<file path="src/rtl/peridot_phy_rxd.sv">
// peridot_phy_rxd
// UART receiver PHY for the PERIDOT serial path. Recovers 8N1 frames from the
// asynchronous rxd line and presents each received byte on an Avalon-ST
// source (valid/ready) through a single holding register.
//
// Parameters:
//   CLOCK_FREQUENCY  clock frequency in Hz
//   UART_BAUDRATE    line rate in bit/s; N = CLOCK_FREQUENCY/UART_BAUDRATE (4..4096)
// Ports:
//   clk          single clock, rising edge
//   reset_n      asynchronous active-low reset
//   rxd          UART line, idle high, asynchronous to clk
//   out_ready    sink accepts byte
//   out_valid    byte held on out_data
//   out_data     received byte, LSB = first data bit
//   frame_error  one-cycle pulse: stop bit sampled 0
//   overrun      one-cycle pulse: byte lost because holding register full
//
// Build option:
//   PERIDOT_RXD_NOISEFILTER_EN  when defined, the line is the 2-of-3 majority
//   of the last three synchronizer outputs (rejects single-clock glitches,
//   adds one clock of pin-to-line latency).
module peridot_phy_rxd #(
    parameter int CLOCK_FREQUENCY = 50000000,
    parameter int UART_BAUDRATE   = 115200
) (
    input  logic       clk,
    input  logic       reset_n,
    input  logic       rxd,
    input  logic       out_ready,
    output logic       out_valid,
    output logic [7:0] out_data,
    output logic       frame_error,
    output logic       overrun
);

    localparam int          N        = CLOCK_FREQUENCY / UART_BAUDRATE;
    localparam logic [11:0] DIV_HALF = 12'(N / 2 - 1);
    localparam logic [11:0] DIV_FULL = 12'(N - 1);

    typedef enum logic [2:0] {
        ST_IDLE,
        ST_START,
        ST_DATA,
        ST_STOP,
        ST_BREAK
    } state_t;

    state_t      state;
    logic [11:0] divcount;
    logic [2:0]  bit_idx;
    logic [7:0]  shift_reg;
    logic        sync_p0;
    logic        sync_p1;
    logic        rx_line;
    logic        accept;

    // Synchronizer stages; reset to the idle (high) line level.
    always_ff @(posedge clk or negedge reset_n) begin
        if (!reset_n) begin
            sync_p0 <= 1'b1;
            sync_p1 <= 1'b1;
        end else begin
            sync_p0 <= rxd;
            sync_p1 <= sync_p0;
        end
    end

`ifdef PERIDOT_RXD_NOISEFILTER_EN
    function automatic logic majority3(input logic a, input logic b, input logic c);
        return (a & b) | (a & c) | (b & c);
    endfunction

    logic hist_p2;
    logic hist_p3;

    // History of the synchronizer output for the majority vote.
    always_ff @(posedge clk or negedge reset_n) begin
        if (!reset_n) begin
            hist_p2 <= 1'b1;
            hist_p3 <= 1'b1;
        end else begin
            hist_p2 <= sync_p1;
            hist_p3 <= hist_p2;
        end
    end

    assign rx_line = majority3(sync_p1, hist_p2, hist_p3);
`else
    assign rx_line = sync_p1;
`endif

    assign accept = out_valid & out_ready;

    // Data shift register: only meaningful once a full frame has been shifted,
    // so it carries no reset.
    always_ff @(posedge clk) begin
        if (state == ST_DATA && divcount == 12'd0) begin
            shift_reg <= {rx_line, shift_reg[7:1]};
        end
    end

    always_ff @(posedge clk or negedge reset_n) begin
        if (!reset_n) begin
            state       <= ST_IDLE;
            divcount    <= 12'd0;
            bit_idx     <= 3'd0;
            out_valid   <= 1'b0;
            out_data    <= 8'h00;
            frame_error <= 1'b0;
            overrun     <= 1'b0;
        end else begin
            frame_error <= 1'b0;
            overrun     <= 1'b0;
            // Accepted byte leaves the holding register unless a new byte
            // is loaded below in the same cycle.
            if (accept) begin
                out_valid <= 1'b0;
            end

            case (state)
                ST_IDLE: begin
                    if (!rx_line) begin
                        divcount <= DIV_HALF;
                        state    <= ST_START;
                    end
                end

                ST_START: begin
                    if (divcount == 12'd0) begin
                        if (!rx_line) begin
                            divcount <= DIV_FULL;
                            bit_idx  <= 3'd0;
                            state    <= ST_DATA;
                        end else begin
                            // Start bit did not survive to mid-bit: false start.
                            state <= ST_IDLE;
                        end
                    end else begin
                        divcount <= divcount - 12'd1;
                    end
                end

                ST_DATA: begin
                    if (divcount == 12'd0) begin
                        divcount <= DIV_FULL;
                        bit_idx  <= bit_idx + 3'd1;
                        if (bit_idx == 3'd7) begin
                            state <= ST_STOP;
                        end
                    end else begin
                        divcount <= divcount - 12'd1;
                    end
                end

                ST_STOP: begin
                    if (divcount == 12'd0) begin
                        if (rx_line) begin
                            if (!out_valid || out_ready) begin
                                out_data  <= shift_reg;
                                out_valid <= 1'b1;
                            end else begin
                                overrun <= 1'b1;
                            end
                            state <= ST_IDLE;
                        end else begin
                            frame_error <= 1'b1;
                            state       <= ST_BREAK;
                        end
                    end else begin
                        divcount <= divcount - 12'd1;
                    end
                end

                ST_BREAK: begin
                    // Line held low past the stop bit: wait for it to idle.
                    if (rx_line) begin
                        state <= ST_IDLE;
                    end
                end

                default: state <= ST_IDLE;
            endcase
        end
    end

endmodule

</file>
<file path="config.mk">
export PLATFORM = sky130hd
export DESIGN_NAME = peridot_phy_rxd
export DESIGN_NICKNAME = d
export VERILOG_FILES = /design/src/rtl/peridot_phy_rxd.sv
export SDC_FILE = /design/constraint.sdc
export NUM_CORES = 1
export LEC_CHECK = 0
export CAP_MARGIN = 10
export CORE_ASPECT_RATIO = 0.9
export CORE_MARGIN = 2
export CORE_UTILIZATION = 45
export DETAILED_ROUTE_END_ITERATION = 16
export HOLD_SLACK_MARGIN = 0.12
export SLEW_MARGIN = 25
export SYNTH_ARGS = -nofsm -noshare
export SYNTH_HDL_FRONTEND = slang
export SYNTH_SLANG_ARGS = --single-unit
</file>
<file path="constraint.sdc">
create_clock -name clk -period 7 [get_ports clk]
set_clock_uncertainty 0.05 [all_clocks]
set_input_delay 1.05 -clock clk [delete_from_list [all_inputs] [get_ports clk]]
set_output_delay 1.05 -clock clk [all_outputs]
set_load 0.05 [all_outputs]
</file>
Word-level counts from Yosys, hierarchy flattened
Cells that the tools add are included.

Add/subtract/negate cells: 2. Equal/unequal tests: 14. Mux-type cells: 31. Bitwise operators: 1. Reduce and logical (&&, ||, !) cells: 11.

Operators by type and width (number): $mux W12 (5); $pmux W12 S4 (1); $mux W3 (10); $pmux W3 S5 (1); $logic_not A12 Y1 (1); $mux W1 (12); $ne A2 B2 Y1 const B (6); $reduce_and A4 Y1 (3); $sub A12 B1 Y12 const B (1); $eq A3 B2 Y1 const B (2); $eq A3 B3 Y1 const B (2); $pmux W3 S2 (1); $reduce_and A6 Y1 (1); $ne A2 B1 Y1 const B (2); $reduce_bool A4 Y1 (1); $add A3 B1 Y3 const B (1); $eq A3 B1 Y1 const B (1); $logic_not A3 Y1 (1); $ne A3 B3 Y1 const B (1); $mux W2 (1); $reduce_bool A2 Y1 (1); $and A1 B1 Y1 (1); $logic_and A1 B1 Y1 (1); $logic_not A1 Y1 (1); $logic_or A1 B1 Y1 (1).

Register bits after elaboration: 39. Input port bits: 4. Word-level logic and storage cells: 69.

Logic depth before layout (Yosys ltp)
Word-level depth: 6. Gate-level depth with buffers: 9. Mapped depth without buffers: 8.

Worst setup path before layout
No wires, ideal clock.

Path type: flip-flop to flip-flop. From: register divcount[0]. To: register out_data[0]. Library setup time: 0.125 ns. Arrival: 2.785 ns. Required time: 6.825 ns. Setup slack: 4.040 ns. Stages on the path, launching flop included: 10. Buffers on the path: 2. Clock period less this slack: 2.960 ns. Cells stage by stage: dfrtp_1 > inv_1 > ha_1 > or4b_4 > or4_1 > buf_2 > or4b_4 > nor2b_2 > buf_6 > mux2_4.

Cells in the longest elaborated chain, start to end: 2.

RTL lines: start: declaration (line 50) `logic [11:0] divcount;`; start signal: assignment (line 140) `divcount <= divcount - 12'd1;`; start signal: assignment (line 152) `divcount <= divcount - 12'd1;`; start signal: assignment (line 171) `divcount <= divcount - 12'd1;`; $logic_not A12 Y1 (line 157) `if (divcount == 12'd0) begin`; $reduce_and A4 Y1 (no source line); end signal: assignment (line 160) `out_data <= shift_reg;`; end: declaration (line 32) `output logic [7:0] out_data,`.

Every way passes these cells. A chain may end at the register's enable or synchronous reset.

Worst setup path after layout
From: register divcount[0]. To: register out_data[3].

The elaborated chain is that of the path after synthesis.

==> impl_metrics.yaml <==
sta:
  hold_slack_ns: 0.312
  rsz0062_at_grt: "false"
  hold_viol: 0
  fin_tns_setup_ns: 0
  fmax_ghz: 0.301
  period_share_pct: 47.5
  max_slew_margin_pct: 42.5
  setup_viol: 0
  slew_violations: 0
  worst_pin_slew_ns: 0.851
  layout_min_cycle_time_ns: 3.33
routing:
  drt_wl_total_um: 3790
  routed_via_density: 5.69
  wl_per_cell_um: 15.9
  drt_iter0_markers: 103
  firstDrtPassIters: 4
  drtAntennaViolNets: 0
  drc_errors: 0
  vias: 1355
clocking:
  cts.sink_count: 39
  cts.htree.levels: 2
  postCtsHoldBufs: 0
  cts_setup_buffers: 0
  clk_latency_ns: 0.29
  cts_tree: "yes"
  cts_buffers: 5
  clk_pin_slew_ns: 0.08
  root_buffer: "clkbuf_8"
  cts_buffer_depth: 2
  cts_resized: 0
synthesis:
  ys_seq_area_share_pct: 52.7
  ys.flop_type: "dfrtp_1"
  synth-async-reset-ratio_pct: 79.5
  syn_inst: 175
  synth_warnings: 0
  synth_fp_nets: 183
  synth_edf_count: 8
  syn_avg_cell_area_um2: 11.0
  synth_cell_types: 48
  synthesis.area_um2: 1930
  ys_ff_latch: 39
worst_setup_path:
  worstSetupPathType: "reg2reg"
  crit_fanout: 8
  cp_common_cell: "or4b_4"
  crit_chain: "inv_1 > ha_1 > or4b_4 > or4_1 > or4b_4 > nor2b_2 > mux2_4"
  cp-end-kind: "flip-flop"
  arrival_ns: 3.45
  cp_num_cells: 7
  crit_slowest_cell: "or4_1"
  rr_worst_depth: 7
  critPathBufInv: 1
  slowest_delay_ns: 0.59
  critPathRequiredTime_ns: 7.13
  crit_family: "simple AND/OR/NAND/NOR gates"
  startpoint_type: "flip-flop"
final_layout:
  drive_gt1_share_pct: 17.4
  areaGrowthSynthToFinish_pct: 13.0
  diodes: 0
  fin_area_um2: 2180
  fin_cells: 238
  fin_nets: 197
  final_common_cell: "dfrtp_1"
  largest_register_ffs: 12
  final_cell_mix: "dfrtp_1 (29), nor2_1 (16), clkdlybuf4s50_1 (14)"
power:
  vdd_ir_drop_max_v: 0.000126
  p_int_w: 0.000304
  leakagePower_nw: 0.899
  power.share.switching_pct: 21.9
  power_frac_seq_pct: 59.8
  clockPowerShare_pct: 38.3
  switching_power_w: 0.0000854
  powerDensity_nw_per_um2: 178
  power_frac_comb_pct: 1.9
min_path:
  min_path_cells: 0
  hp-class: "reg2reg"
grt:
  antenna_found_initial: 0
  grt_overflow_total: 0
  grt_max_degree: 32
  grt_use_total_pct: 18.3
  grt_pass1_wl_um: 6570
  grt_pass1_vias: 1269
die:
  start_util_pct: 47.1
  die_y_um: 66.2
  core_region_area_um2: 4100
  die_x_um: 73.1
  die-area_um2: 4830
  fp-row-count: 22
  io_pins: 15
place:
  dp.cells: 230
  portBuffers: 14
  dp.final_hpwl_um: 2670
  placed_area_um2: 2090
  gp_congestion: 0.822
run_status:
  status: "finished, final reports clean"
job:
  drv_cap: 0
## worst paths after layout
kind                            slack, ns               startpoint                      end
worst min-delay path                 0.31        sync_p0$_DFF_PN1_        rx_line$_DFF_PN1_
worst max-delay path                 3.67  divcount[0]$_DFFE_PN0P_  out_data[3]$_DFFE_PN0P_
worst min register to register       0.31        sync_p0$_DFF_PN1_        rx_line$_DFF_PN1_
worst max register to register       3.67  divcount[0]$_DFFE_PN0P_  out_data[3]$_DFFE_PN0P_
max in group asynchronous            5.47                  reset_n        rx_line$_DFF_PN1_
min in group asynchronous            1.10                  reset_n  out_data[2]$_DFFE_PN0P_
## synthesized netlist by cell type, types with 3 or more instances
cell | number | share of area [%]
dfrtp_1 | 29 | 38
nor2_1 | 16 | 3.1
nand2_1 | 11 | 2.1
a21oi_1 | 9 | 2.3
edfxtp_1 | 8 | 12
mux2_4 | 8 | 6.2
nor3_1 | 8 | 2.1
inv_1 | 7 | 1.4
a211oi_1 | 6 | 2.3
clkbuf_1 | 6 | 1.2
o21ai_0 | 6 | 1.6
xnor2_1 | 5 | 2.3
a31oi_1 | 4 | 1.3
ha_1 | 4 | 2.6
nand2b_1 | 4 | 1.3
nand3_1 | 3 | 0.78
or2_2 | 3 | 0.97
or3_1 | 3 | 0.97
## power by group through the flow
stage | clock network [W] | logic [W] | registers, W
final | 0.000149 | 0.00000732 | 0.000233
after global routing | 0.000165 | 0.00000849 | 0.000233
after CTS | 0.000154 | 0.00000765 | 0.000233
after detailed placement | 0 | 0.00000759 | 0.000237
after global placement | 0 | 0.00000742 | 0.000237
after floorplan | 0 | 0.00000171 | 0.000237
## stage by stage
step	power, W	setup slack [ns]	utilization (%)
4_1_cts	0.000395	3.65	53.2
2_1_floorplan	0.000239	4.04	-
5_1_grt	0.000407	3.50	53.2
3_5_place_dp	0.000245	3.66	51.1
3_3_place_gp	0.000245	3.75	51.1
6_report	0.000389	3.67	53.2
## per-layer routing
metal / up-vias / routed length, µm / track usage [%]
met3: 6 / 157 / 5.03
met2: 23 / 1660 / 25.0
met5: - / 0 / 0
li1: 658 / - / -
met1: 668 / 1910 / 27.4
met4: 0 / 51 / 6.25
## cell families after synthesis
family,share of synthesized area [%]
buffers and inverters,4.08
multiplexers,6.22
flip-flops,52.7
adder cells (fa/ha/maj),3.11
AND/OR/NAND/NOR,17.1
AO/OA/AOI/OAI,14.5
XOR/XNOR,2.27
## area by class of cell
| cell class | instances | area, µm² |
|---|---|---|
| Clock buffer | 5 | 68.8 |
| Timing Repair Buffer | 16 | 155 |
| Fill cell | 364 | 1920 |
| Clock inverter | 3 | 20.0 |
| Inverter | 7 | 26.3 |
| Multi-Input combinational cell | 120 | 835 |
| Sequential cell | 39 | 1020 |
| Tap cell | 48 | 60.1 |
## worst register-to-register path, cell delays in order (launching register included)
cell and delay, ns:
dfrtp_1 0.42, inv_1 0.12, ha_1 0.15, or4b_4 0.46
or4_1 0.59, or4b_4 0.57, nor2b_2 0.49, mux2_4 0.36
Power figures use the tool's default switching activity.
